**config.mk**
```make
export PLATFORM = sky130hd
export DESIGN_NAME = pipe_stage_skid
export DESIGN_NICKNAME = d
export VERILOG_FILES = /design/src/rtl/pipe_stage_skid.sv
export SDC_FILE = /design/constraint.sdc
export NUM_CORES = 1
export LEC_CHECK = 0
export CAP_MARGIN = 20
export CORE_MARGIN = 1.5
export CORE_UTILIZATION = 37
export DETAILED_ROUTE_END_ITERATION = 12
export PLACE_DENSITY = 0.58
export SLEW_MARGIN = 20
export SYNTH_ARGS = -nofsm -noshare
export SYNTH_HDL_FRONTEND = slang
export SYNTH_SLANG_ARGS = --single-unit
```
**constraint.sdc**
```tcl
create_clock -name clk -period 5.97 [get_ports clk]
set_input_delay 0.597 -clock clk [delete_from_list [all_inputs] [get_ports clk]]
set_output_delay 0.597 -clock clk [all_outputs]
set_load 0.02 [all_outputs]
```
**src/rtl/pipe_stage_skid.sv**
```systemverilog
// Two-entry pipeline stage with a skid register: in_ready_o is a pure function of
// the held-entry count, so upstream never sees a combinational path from out_ready_i.
module pipe_stage_skid #(
    parameter int                  DATA_W  = 32,
    parameter logic [DATA_W-1:0]   RST_VAL = '0
) (
    input  logic              clk,
    input  logic              rst,
    input  logic              flush_i,
    input  logic              in_valid_i,
    input  logic [DATA_W-1:0] in_data_i,
    output logic              in_ready_o,
    output logic              out_valid_o,
    output logic [DATA_W-1:0] out_data_o,
    input  logic              out_ready_i,
    output logic [1:0]        count_o
);

    typedef enum logic [1:0] {
        ST_EMPTY = 2'd0,
        ST_ONE   = 2'd1,
        ST_TWO   = 2'd2
    } state_t;

    state_t            state_reg;
    state_t            state_next;
    logic [DATA_W-1:0] main_reg;
    logic [DATA_W-1:0] main_next;
    logic [DATA_W-1:0] skid_reg;
    logic [DATA_W-1:0] skid_next;

    logic in_fire;
    logic out_fire;

    assign in_fire  = in_valid_i & in_ready_o;
    assign out_fire = out_valid_o & out_ready_i;

    // State and payload registers
    always_ff @(posedge clk) begin
        if (rst) begin
            state_reg <= ST_EMPTY;
            main_reg  <= RST_VAL;
            skid_reg  <= RST_VAL;
        end else begin
            state_reg <= state_next;
            main_reg  <= main_next;
            skid_reg  <= skid_next;
        end
    end

    // Next-state and payload steering
    always_comb begin
        state_next = state_reg;
        main_next  = main_reg;
        skid_next  = skid_reg;
        if (flush_i) begin
            // A delivery in this cycle has already happened; everything still held is dropped.
            state_next = ST_EMPTY;
            main_next  = RST_VAL;
            skid_next  = RST_VAL;
        end else begin
            case (state_reg)
                ST_EMPTY: begin
                    if (in_fire) begin
                        state_next = ST_ONE;
                        main_next  = in_data_i;
                    end
                end
                ST_ONE: begin
                    if (in_fire && !out_fire) begin
                        state_next = ST_TWO;
                        skid_next  = in_data_i;
                    end else if (in_fire && out_fire) begin
                        main_next  = in_data_i;
                    end else if (out_fire) begin
                        state_next = ST_EMPTY;
                        main_next  = RST_VAL;
                    end
                end
                ST_TWO: begin
                    if (out_fire) begin
                        state_next = ST_ONE;
                        main_next  = skid_reg;
                        skid_next  = RST_VAL;
                    end
                end
                default: begin
                    state_next = ST_EMPTY;
                    main_next  = RST_VAL;
                    skid_next  = RST_VAL;
                end
            endcase
        end
    end

    // Outputs decode from state only
    always_comb begin
        in_ready_o  = 1'b0;
        out_valid_o = 1'b0;
        count_o     = 2'd0;
        out_data_o  = RST_VAL;
        case (state_reg)
            ST_EMPTY: begin
                in_ready_o = 1'b1;
            end
            ST_ONE: begin
                in_ready_o  = 1'b1;
                out_valid_o = 1'b1;
                count_o     = 2'd1;
                out_data_o  = main_reg;
            end
            ST_TWO: begin
                out_valid_o = 1'b1;
                count_o     = 2'd2;
                out_data_o  = main_reg;
            end
            default: begin
                in_ready_o = 1'b0;
            end
        endcase
    end

endmodule

```
==> results, run 1 <==
- After synthesis, the mean cell area works out to 8.79 sq um.
- The worst slack at placement is 2.57 ns.
- The internal portion of the total power is 0.754 mW.
- The first global-routing pass estimated 14600 um of wire.
- The total number of clock tree sinks is 66.
- After detailed routing, the wire length on met1 is 4040 um.
- Global routing used 20.8% of the available tracks across all layers.
- Routed signal wires occupy layers up through met4.
- The cell area power density is 255 nW/um^2.
- The count of standard-cell rows is 33.
- The height of the die is 96.0 um.
- For this run, design rule violations remaining after detail routing come to 0.
- For the worst setup path, the data arrival time is 3.57 ns.
- The cell area that synthesis handed to floorplanning was 3200 sq um.
- The synthesized design devotes to its leading area cell type 41.3% of total area.
- Counting distinct cell types in the post-synthesis netlist gives 32.
- The number of setup buffers added after CTS is 0.
- The type of the worst setup path is reg -> reg.
- In this run the deepest clock path goes through 2 buffers.
- Measured against its own limit, the worst slew margin works out to 41.1%.
- The peak clock frequency supported by timing is 0.295 GHz.
- 73 I/O pins were placed.
- The count of maximum capacitance violations is 0.
- The cell chosen for the clock root is sky130_fd_sc_hd__clkbuf_8.
- The ratio of final minimum period to clock period is 56.8%.
- The maximum fanout count along the critical path is 65.
- The repair_antennas step left the layout with diodes totalling 0.
- The max-slew violation count came to 0.
- The endpoint kind of the worst setup timing path is a register.
- Using the TritonRoute via totals, the vias-per-cell ratio works out to 5.63.
- The minimum clock period after layout is 3.39 ns.
- The power share of the combinational group is 18.9%.
- The first-iteration detailed-routing DRC count is 231.
- Counting tap cells, the placed design contains a total of 507 instances.
- The number of synthesized register bits is 66.
- The sequential share of the synthesized area is 41.3%.
- The initial utilization of the core area, before any placement, comes to 38.5%.
- The net switching fraction of the power is 28.3%.
- The via count is 2938.
- The horizontal die dimension is 96.0 um.
- Synthesis handed over a netlist of 364 instances.
- The final hold violation count is 0.
- Summed over all nets, the switching power comes to 0.297 mW.
- The number of levels in the clock H-tree is 3.
- Summed over all instances, the cell type with the most area after synthesis is sky130_fd_sc_hd__dfxtp_1.
- The clock network latency to the later pin of the worst-skew pair is 0.34 ns.
- The region available for standard cell placement spans 8300 sq um.
- Counting every net in the synthesized netlist gives 407.
- Port buffering added 72 buffers.
- For this run, the post-layout net count is 456.
- The worst hold slack after final layout is 0.475 ns.
- STA classifies the critical path startpoint as a register.
- For the final routed database, the setup TNS stands at 0 ns.
- Setup repair after global routing left no endpoint under its margin.
- The peak ir drop on the vdd network is 186 uV.
- The number of synthesis warnings is 0.
- The share of total power dissipated in the clock network is 36.9%.
- TritonCTS built the clock tree.
- The slew at the pin with the worst max-slew slack is 0.883 ns.
- The placer congestion estimate is 0.736.
- Wire segments on met3 add up to 624 um in the final route.
- For the final database, setup skew stands at 0.00344 ns.
- The placed wire-length estimate after detailed placement is 5290 um.
- The total of hold buffers inserted after clock tree synthesis is 0.
- The met2 wirelength from detailed routing is 4100 um.
- The number of antenna-violating nets in the routed design is 0.
- The layout cell share with drive strength beyond 1 is 12.0%.
- In the layout the commonest cells are 72 x sky130_fd_sc_hd__clkdlybuf4s50_1, 66 x sky130_fd_sc_hd__dfxtp_1, 36 x sky130_fd_sc_hd__nor2_1.
- Setup violations remaining at the end of the flow were counted as 0.
- The maximum number of pins on one net before global-route repair is 66.
- The area of the die is 9210 sq um.
- The clock transition at the registers of the reported paths is 0.06 ns.
- The leakage dissipation is 1.42 nW.
- Yosys attributes the largest share of cell area to sky130_fd_sc_hd__dfxtp_1 41%, sky130_fd_sc_hd__a211oi_2 7.8%, sky130_fd_sc_hd__a22oi_1 7.5%.
- For this block, the routed nets add up to 8850 um of wire.
- The sum of overflow across all layers after global routing is 0.
- The flow ran to the end, and the final reports show no timing, DRC or antenna violations.
- From synthesis to final layout, the design area changed by 28.7%.
- The required time of the worst setup path is 6.15 ns.
- The sequential power share is 44.3%.
- The number of search-and-repair iterations in the first detailed-routing pass is 4.
- After detailed routing, the average wire length per cell comes to 17.0 um.
- The number of buffers added by the clock tree synthesis step is 9.
- The number of global-route vias before repair is 2909.
- For this run, the number of standard cells in the final layout without fillers is 522.
- Across all setup checks in the final design, the least slack found is 2.58 ns.
- The post-cts resize count is 0.
- The min-delay analysis places its worst path in the category reg -> reg.
- The initial antenna violation count is 0.
- The most frequent standard cell in the layout excluding fill and tap cells is sky130_fd_sc_hd__clkdlybuf4s50_1.
==> final cells by class <==
type	instances	area, sq um
fillers	808	4180
multi-input cells	256	1690
flip-flops and latches	66	1320
repair buffers	78	766
clock buffers	13	169
well taps	105	131
clock inverters	2	35.0
inverters	2	7.51
==> worst max-delay path, cell delays in order (launching register included) <==
cell                       delay (ns)
sky130_fd_sc_hd__dfxtp_1         0.41
sky130_fd_sc_hd__inv_1           0.11
sky130_fd_sc_hd__ha_1            0.88
sky130_fd_sc_hd__a21boi_0        0.30
sky130_fd_sc_hd__nor3_4          0.18
sky130_fd_sc_hd__buf_4           0.59
sky130_fd_sc_hd__a21o_1          0.21
sky130_fd_sc_hd__buf_4           0.41
sky130_fd_sc_hd__a211oi_1        0.09
==> synthesized netlist by cell type, drive strengths merged <==
cell type   n
nand4      32
a21boi      1
or2         3
ha          6
o21ai      34
and2       33
inv         2
buf        22
a21oi      32
clkbuf     18
nor3        1
nor2b       2
a41o        1
o22a        1
a21o        1
nor2       37
a22oi      32
dfxtp      66
or3         1
o21a        1
a211oi     32
nand4b      1
nand2       3
mux2i       2
==> cells by family after synthesis <==
family,share of synthesized area [%]
AOI/OAI and AO/OA,29.9
and+or+nand+nor,19.4
DFF,41.3
buffers and inverters,6.41
muxes,0.626
adders and majority gates,2.35
==> power groups by stage <==
| stage | Combinational [mW] | Clock [mW] | Sequential, mW |
|---|---|---|---|
| after global placement | 0.196 | 0 | 0.474 |
| after global routing | 0.217 | 0.415 | 0.467 |
| after floorplan | 0.133 | 0 | 0.472 |
| after CTS | 0.198 | 0.396 | 0.465 |
| after detailed placement | 0.197 | 0 | 0.475 |
| final | 0.198 | 0.387 | 0.465 |
==> routing by layer <==
metal  GRT usage (%)  vias up
met1            27.0     1370
met4            5.27        0
met2            34.7      126
met5               0        -
li1                -     1436
met3            4.98        6
==> through the flow <==
stage	util, %	power, mW	cell area (sq um)
floorplan	-	0.605	3200
global placement	47.1	0.670	3910
detailed placement	47.1	0.672	3910
CTS	49.6	1.06	4120
global route	49.6	1.10	4120
finish	49.6	1.05	4120
==> worst paths after layout <==
path	from	to	depth (start not counted)	slack [ns]
hold reg to reg	skid_reg[14]	skid_reg[14]	2	0.47
setup / recovery	state_reg[0]	main_reg[16]	8	2.58
setup reg to reg	state_reg[0]	main_reg[16]	8	2.58
hold / removal	skid_reg[14]	skid_reg[14]	2	0.47
No activity file was read; power rests on OpenSTA's default activity.
==> run 2: changes to the inputs <==
- PLACE_DENSITY: 0.58 -> 0.6
- clock period: 5.97 -> 2.8 ns (I/O delays scaled with it)
==> results, run 2 (synthesized netlist as in run 1, its figures left out) <==
- The run finished with clean final reports.
- Before antenna repair, the detailed router went through 5 iterations.
- The number of buffer and inverter instances along the worst setup path is 3.
- The placer congestion estimate is 0.741.
- The floorplan step defined a die boundary enclosing 9210 sq um.
- The endpoint kind of the worst setup timing path is an output pin.
- The sum of negative setup slack is 0 ns.
- The routed wirelength normalized by instance count is 16.0 um.
- The maximum number of pins on one net before global-route repair is 66.
- During placement, the flow inserted port buffers numbering 72.
- The signal on the critical path passes through inv_1, ha_1, buf_4, and2_1, clkdlybuf4s50_1.
- CTS built an H-tree with a depth of 3.
- The number of instances in the placed design is 510.
- The peak ir drop on the vdd network is 275 uV.
- The clock transition at the registers of the reported paths is 0.07 ns.
- Once the floorplan was initialized, standard cells occupied 38.5% of the core.
- The horizontal die dimension is 96.0 um.
- The tool flagged a number of max-cap violations equal to 0.
- The initial antenna violation count is 0.
- For this run the aggregate overflow at the end of global routing stands at 0.
- The count of nets left with antenna violations once routing finished came out at 0.
- After layout, the minimum clock period comes to 2.53 ns.
- In this run the vertical extent of the chip is 96.0 um.
- The worst hold slack after final layout is 0.475 ns.
- The required time of the worst setup path is 2.52 ns.
- The register-to-register setup slack is 0.36 ns.
- The worst setup path is launched from a register.
- In this design, the stage delay of the slowest critical-path cell is 0.60 ns.
- The cell area power density is 541 nW/um^2.
- In this run the critical register-to-register path is launched from state_reg[0].
- No sink is reached through more buffers than the 2 on the longest clock path.
- The total of hold buffers inserted after clock tree synthesis is 0.
- The core area is 8300 sq um.
- Clock tree synthesis selected as its root buffer the cell sky130_fd_sc_hd__clkbuf_8.
- Headroom to the max-slew limit came out at 30.6%.
- The number of fill cells is 821.
- The utilization of the core after routing is 50.2%.
- The ratio of routed vias to standard cells is 5.51.
- The post-route non-filler standard cell count is 525.
- The top cell types in the final layout, fill and taps aside, are 72 x sky130_fd_sc_hd__clkdlybuf4s50_1, 66 x sky130_fd_sc_hd__dfxtp_1, 36 x sky130_fd_sc_hd__nor2_1.
- The detailed router placed 2892 vias in this run.
- The destination of the worst register-to-register timing path is skid_reg[24].
- Of the available clock period, the critical path in the final layout requires 90.3%.
- The clock tree from TritonCTS is done.
- The top cell family by delay on the critical path is buffers and inverters.
- The net switching fraction of the power is 28.2%.
- In this run the worst path has a maximum fanout of 21.
- The number of global-route vias before repair is 2703.
- The critical path is of the reg -> out type.
- In the final design database the tool counted 459 nets.
- The net switching component of the power is 0.636 mW.
- Across the routed clock network, the largest skew measured is 0.00782 ns.
- The first-iteration detailed-routing DRC count is 205.
- Summed over all nets, the half-perimeter wirelength after detailed placement is 4980 um.
- The final hold violation count is 0.
- The clock share of power is 36.9%.
- The destination of the worst hold path is skid_reg[2].
- The internal power of the cells is 1.62 mW.
- The tightest min-delay check is of the reg -> reg type.
- The global-route wire length before repair is 13900 um.
- The design draws 2.25 mW.
- On the critical path, the stage with the largest delay is an instance of sky130_fd_sc_hd__clkdlybuf4s50_1.
- The sequential power share is 44.0%.
- The library cell used most frequently in the layout, excluding fill and tap cells, is sky130_fd_sc_hd__clkdlybuf4s50_1.
- The number of buffers inserted by post-CTS setup repair is 0.
- The max-slew violation count is 0.
- The peak clock frequency supported by timing is 0.396 GHz.
- Setup repair after global routing left no endpoint under its margin.
- The synthesis-to-finish area growth is 30.1%.
- The leakage dissipation is 1.44 nW.
- Summed over all layers, the routed wires come to 8410 um.
- The number of cells on the worst hold path is 2.
- Counting cells, the worst reg-to-reg path comes to 6.
- The global-route usage over all layers is 19.5%.
- The later pin in the worst-skew pair is clocked with a latency of 0.33 ns.
- After detailed routing, the number of remaining DRC violations is 0.
- Gates resized during post-CTS repair numbered 0.
- TritonCTS created 9 clock buffers.
- The I/O pin count is 73.
- The layout cell share with drive strength beyond 1 is 12.4%.
- The slew at the pin with the worst max-slew slack is 1.04 ns.
- Setup violations remaining at the end of the flow were counted as 0.
- The arrival time at the worst endpoint is 2.25 ns.
- The total number of clock tree sinks is 66.
- Tracing the worst setup path back leads to its startpoint at state_reg[0].
- The antenna diode count is 0.
- In this run, the combinational gates consume 19.2% of the power.
- The floorplan has 33 rows.
- The launch instance of the worst min-delay path is skid_reg[2].
==> run 2: changes by cell type in the layout (fill, tap and decap cells not counted) <==
cell	change
sky130_fd_sc_hd__buf_12	+2
sky130_fd_sc_hd__buf_4	+1
sky130_fd_sc_hd__o21a_1	+1
sky130_fd_sc_hd__o21a_2	-1
==> run 2: worst register-to-register path, delay by kind of cell, from the launching register on <==
| kind | cells | cell delay, ns |
|---|---|---|
| flip-flops | 1 | 0.42 |
| AND/OR/NAND/NOR | 1 | 0.24 |
| AO/OA/AOI/OAI | 3 | 1.23 |
| adder cells (fa/ha/maj) | 1 | 0.38 |
| buffers and inverters | 1 | 0.11 |
==> run 2: routing by layer <==
| layer | wire length (um) | vias up | GRT usage [%] |
|---|---|---|---|
| met4 | 79 | 0 | 5.27 |
| met2 | 3900 | 93 | 29.9 |
| met1 | 4020 | 1354 | 27.7 |
| met3 | 413 | 8 | 4.11 |
| met5 | 0 | - | 0 |
| li1 | - | 1437 | - |
==> run 2: how the worst max path moves through the flow <==
stage | endpoint | slack, ns | cells past startpoint
detailed placement | skid_reg[24] | 0.43 | 6
global route | skid_reg[18] | 0.13 | 6
global placement | skid_reg[16] | 0.46 | 6
finish | out_data_o[3] | 0.27 | 5
CTS | out_data_o[3] | 0.24 | 5
floorplan | main_reg[0] | 0.81 | 7
==> run 2: layout make-up <==
cell class              count  area [sq um]  area share, %
well taps                 105           131           3.16
multi-input cells         256          1690           40.5
clock buffers              13           169           4.06
flip-flops and latches     66          1320           31.7
clock inverters             2          35.0          0.842
inverters                   2          7.51          0.180
repair buffers             81           813           19.5
==> run 2: stage by stage <==
step / setup slack [ns] / instance area (sq um)
after detailed placement: 0.434 / 3960
after global routing: 0.129 / 4160
after CTS: 0.242 / 4160
after floorplan: 0.807 / 3200
after global placement: 0.461 / 3960
final: 0.272 / 4160
==> run 2: power by group through the flow <==
| stage | registers (mW) | logic (mW) | clock network (mW) |
|---|---|---|---|
| floorplan | 1.01 | 0.284 | 0 |
| global placement | 1.01 | 0.426 | 0 |
| detailed placement | 1.01 | 0.428 | 0 |
| CTS | 0.991 | 0.431 | 0.848 |
| global route | 0.995 | 0.472 | 0.896 |
| finish | 0.990 | 0.432 | 0.830 |
==> run 3: changes to the inputs <==
- RECOVER_POWER: not set -> 100
==> results, run 3 (synthesized netlist as in run 1, its figures left out) <==
- The number of global-route vias before repair is 2703.
- Setup repair after global routing left no endpoint under its margin.
- The maximum fanout count along the critical path is 21.
- The clock tree from TritonCTS is done.
- The routed wire length on met3 is 495 um.
- The tightest min-delay check is of the reg -> reg type.
- The count of nets after finishing is 459.
- The flow ran to the end, and the final reports show no timing, DRC or antenna violations.
- The leakage dissipation is 1.54 nW.
- The via count is 2874.
- The layout cell share with drive strength beyond 1 is 10.0%.
- The endpoint kind of the worst setup timing path is an output pin.
- In this run the vertical extent of the chip is 96.0 um.
- In this design, the stage delay of the slowest critical-path cell is 0.67 ns.
- The library cells used most frequently in the layout, excluding fill and tap cells, are 66 x sky130_fd_sc_hd__dfxtp_1, 37 x sky130_fd_sc_hd__clkdlybuf4s50_1, 36 x sky130_fd_sc_hd__nor2_1.
- The cell area power density is 543 nW/um^2.
- The cell chosen for the clock root is sky130_fd_sc_hd__clkbuf_8.
- The number of antenna diodes in the final layout is 0.
- OpenSTA, run right after detailed placement, puts the worst setup slack at 0.434 ns.
- The routed wire length is 8390 um.
- The smallest clock period supported by the final layout is computed as 2.61 ns.
- The uppermost layer routed is met4.
- No sink is reached through more buffers than the 2 on the longest clock path.
- The area of the die is 9210 sq um.
- The count of maximum capacitance violations is 0.
- After clock tree synthesis, the repair step resized 0 gates.
- Clock tree synthesis inserted a total of 9 buffers.
- For the pin with the worst max-slew slack, the measured transition is 1.04 ns.
- The post-detailed-route DRC marker count is 0.
- The I/O pin count is 73.
- The slowest stage of the critical path belongs to the cell sky130_fd_sc_hd__dlygate4sd3_1.
- The effective utilization at floorplan is 38.5%.
- The tree built by TritonCTS fans out to 66 sinks.
- Detailed placement ended at an HPWL of 4980 um.
- Measured along the x axis, the die boundary spans 96.0 um.
- The routed wirelength normalized by instance count is 16.0 um.
- The worst clock skew is 0.00488 ns.
- Derived from the worst setup path, the maximum achievable clock frequency is 0.383 GHz.
- The start of the worst register-to-register path is state_reg[0].
- The worst slew margin relative to its limit is 30.5%.
- The initial antenna violation count is 0.
- The worst-case IR drop observed on VDD is 274 uV.
- In the final routing, the length of wire on met1 measures 3960 um.
- The critical path startpoint category is a register.
- Relative to the synthesized area, the layout overhead comes to 28.2%.
- The number of buffers inserted by post-CTS setup repair is 0.
- The first-iteration detailed-routing DRC count is 189.
- The launch instance of the worst min-delay path is skid_reg[11].
- The post-layout total power is 2.23 mW.
- The global-route usage over all layers is 19.5%.
- Walking the worst path, the cells encountered are inv_1, ha_1, buf_4, and2_1, dlygate4sd3_1.
- The count of endpoints failing setup in the final report is 0.
- The routed design uses 3870 um of met2 wire.
- The core region is 8300 sq um.
- The maximum number of pins on one net before global-route repair is 66.
- The ratio of routed vias to standard cells is 5.47.
- The sum of overflow across all layers after global routing is 0.
- Measured on the finished design, the core utilization comes to 49.4%.
- The final hold violation count is 0.
- The critical path is of the reg -> out type.
- The number of search-and-repair iterations in the first detailed-routing pass is 5.
- The count of port buffers added during placement is 72.
- The count of standard-cell rows is 33.
- For the worst setup path, the data required time is 2.52 ns.
- The first global-routing pass estimated 13900 um of wire.
- Across all setup checks in the final design, the least slack found is 0.192 ns.
- The clock transition at the registers of the reported paths is 0.07 ns.
- In this run the worst setup path begins at state_reg[0].
- The number of levels in the clock H-tree is 3.
- For this design, the CTS-stage hold fixing added 0 buffers.
- The clock network latency to the later pin of the worst-skew pair is 0.33 ns.
- STA puts the critical path data arrival time at 2.33 ns.
- In the final timing run, aggregate negative setup slack is 0 ns.
- The most frequent standard cell in the layout excluding fill and tap cells is sky130_fd_sc_hd__dfxtp_1.
- The number of antenna-violating nets in the routed design is 0.
- The ratio of final minimum period to clock period is 93.2%.
- The placer congestion estimate is 0.741.
- The max-slew violation count came to 0.
[run 3: changes by cell type in the layout (fill, tap and decap cells not counted)]
cell	before	now
sky130_fd_sc_hd__a211oi_1	12	22
sky130_fd_sc_hd__buf_12	2	1
sky130_fd_sc_hd__clkbuf_4	0	1
sky130_fd_sc_hd__dlygate4sd3_1	0	35
sky130_fd_sc_hd__a211oi_2	20	10
sky130_fd_sc_hd__clkdlybuf4s50_1	72	37
sky130_fd_sc_hd__and2_0	0	1
sky130_fd_sc_hd__and2_1	33	32
[run 3: path summary, 6_finish.rpt]
kind / to / slack [ns] / depth (start not counted)
worst max-delay path: out_data_o[3] / 0.19 / 5
worst min-delay path: skid_reg[11] / 0.47 / 2
worst max register to register: skid_reg[27] / 0.28 / 6
worst min register to register: skid_reg[11] / 0.47 / 2
[run 3: routing by layer]
layer | vias to the layer above | track usage (%)
met5 | - | 0
met4 | 0 | 5.27
met3 | 9 | 4.11
met2 | 92 | 29.9
met1 | 1337 | 27.7
li1 | 1436 | -
[run 3: area by class of cell]
class	instances	area, sq um
flip-flops and latches	66	1320
inverters	2	7.51
clock buffers	13	169
well taps	105	131
clock inverters	2	35.0
fillers	831	4200
multi-input cells	256	1640
repair buffers	81	801
[run 3: worst max-delay path, delay by kind of cell, from the launching register on]
| family | cells | cell delay (ns) |
|---|---|---|
| buffers and inverters | 3 | 1.02 |
| adders and majority gates | 1 | 0.38 |
| DFF | 1 | 0.42 |
| and+or+nand+nor | 1 | 0.17 |
[run 3: through the flow]
stage,area (sq um),hold WS (ns),cells
final,4100,0.474,525
after global routing,4100,0.495,525
after CTS,4160,0.475,525
after detailed placement,3960,0.466,510
after global placement,3960,0.456,510
after floorplan,3200,0.448,364
[run 3: power by group]
group | leakage, nW | switching, mW | internal (mW)
Sequential | 0.536 | 0.0171 | 0.973
Clock | 0.106 | 0.351 | 0.479
Combinational | 0.903 | 0.253 | 0.152
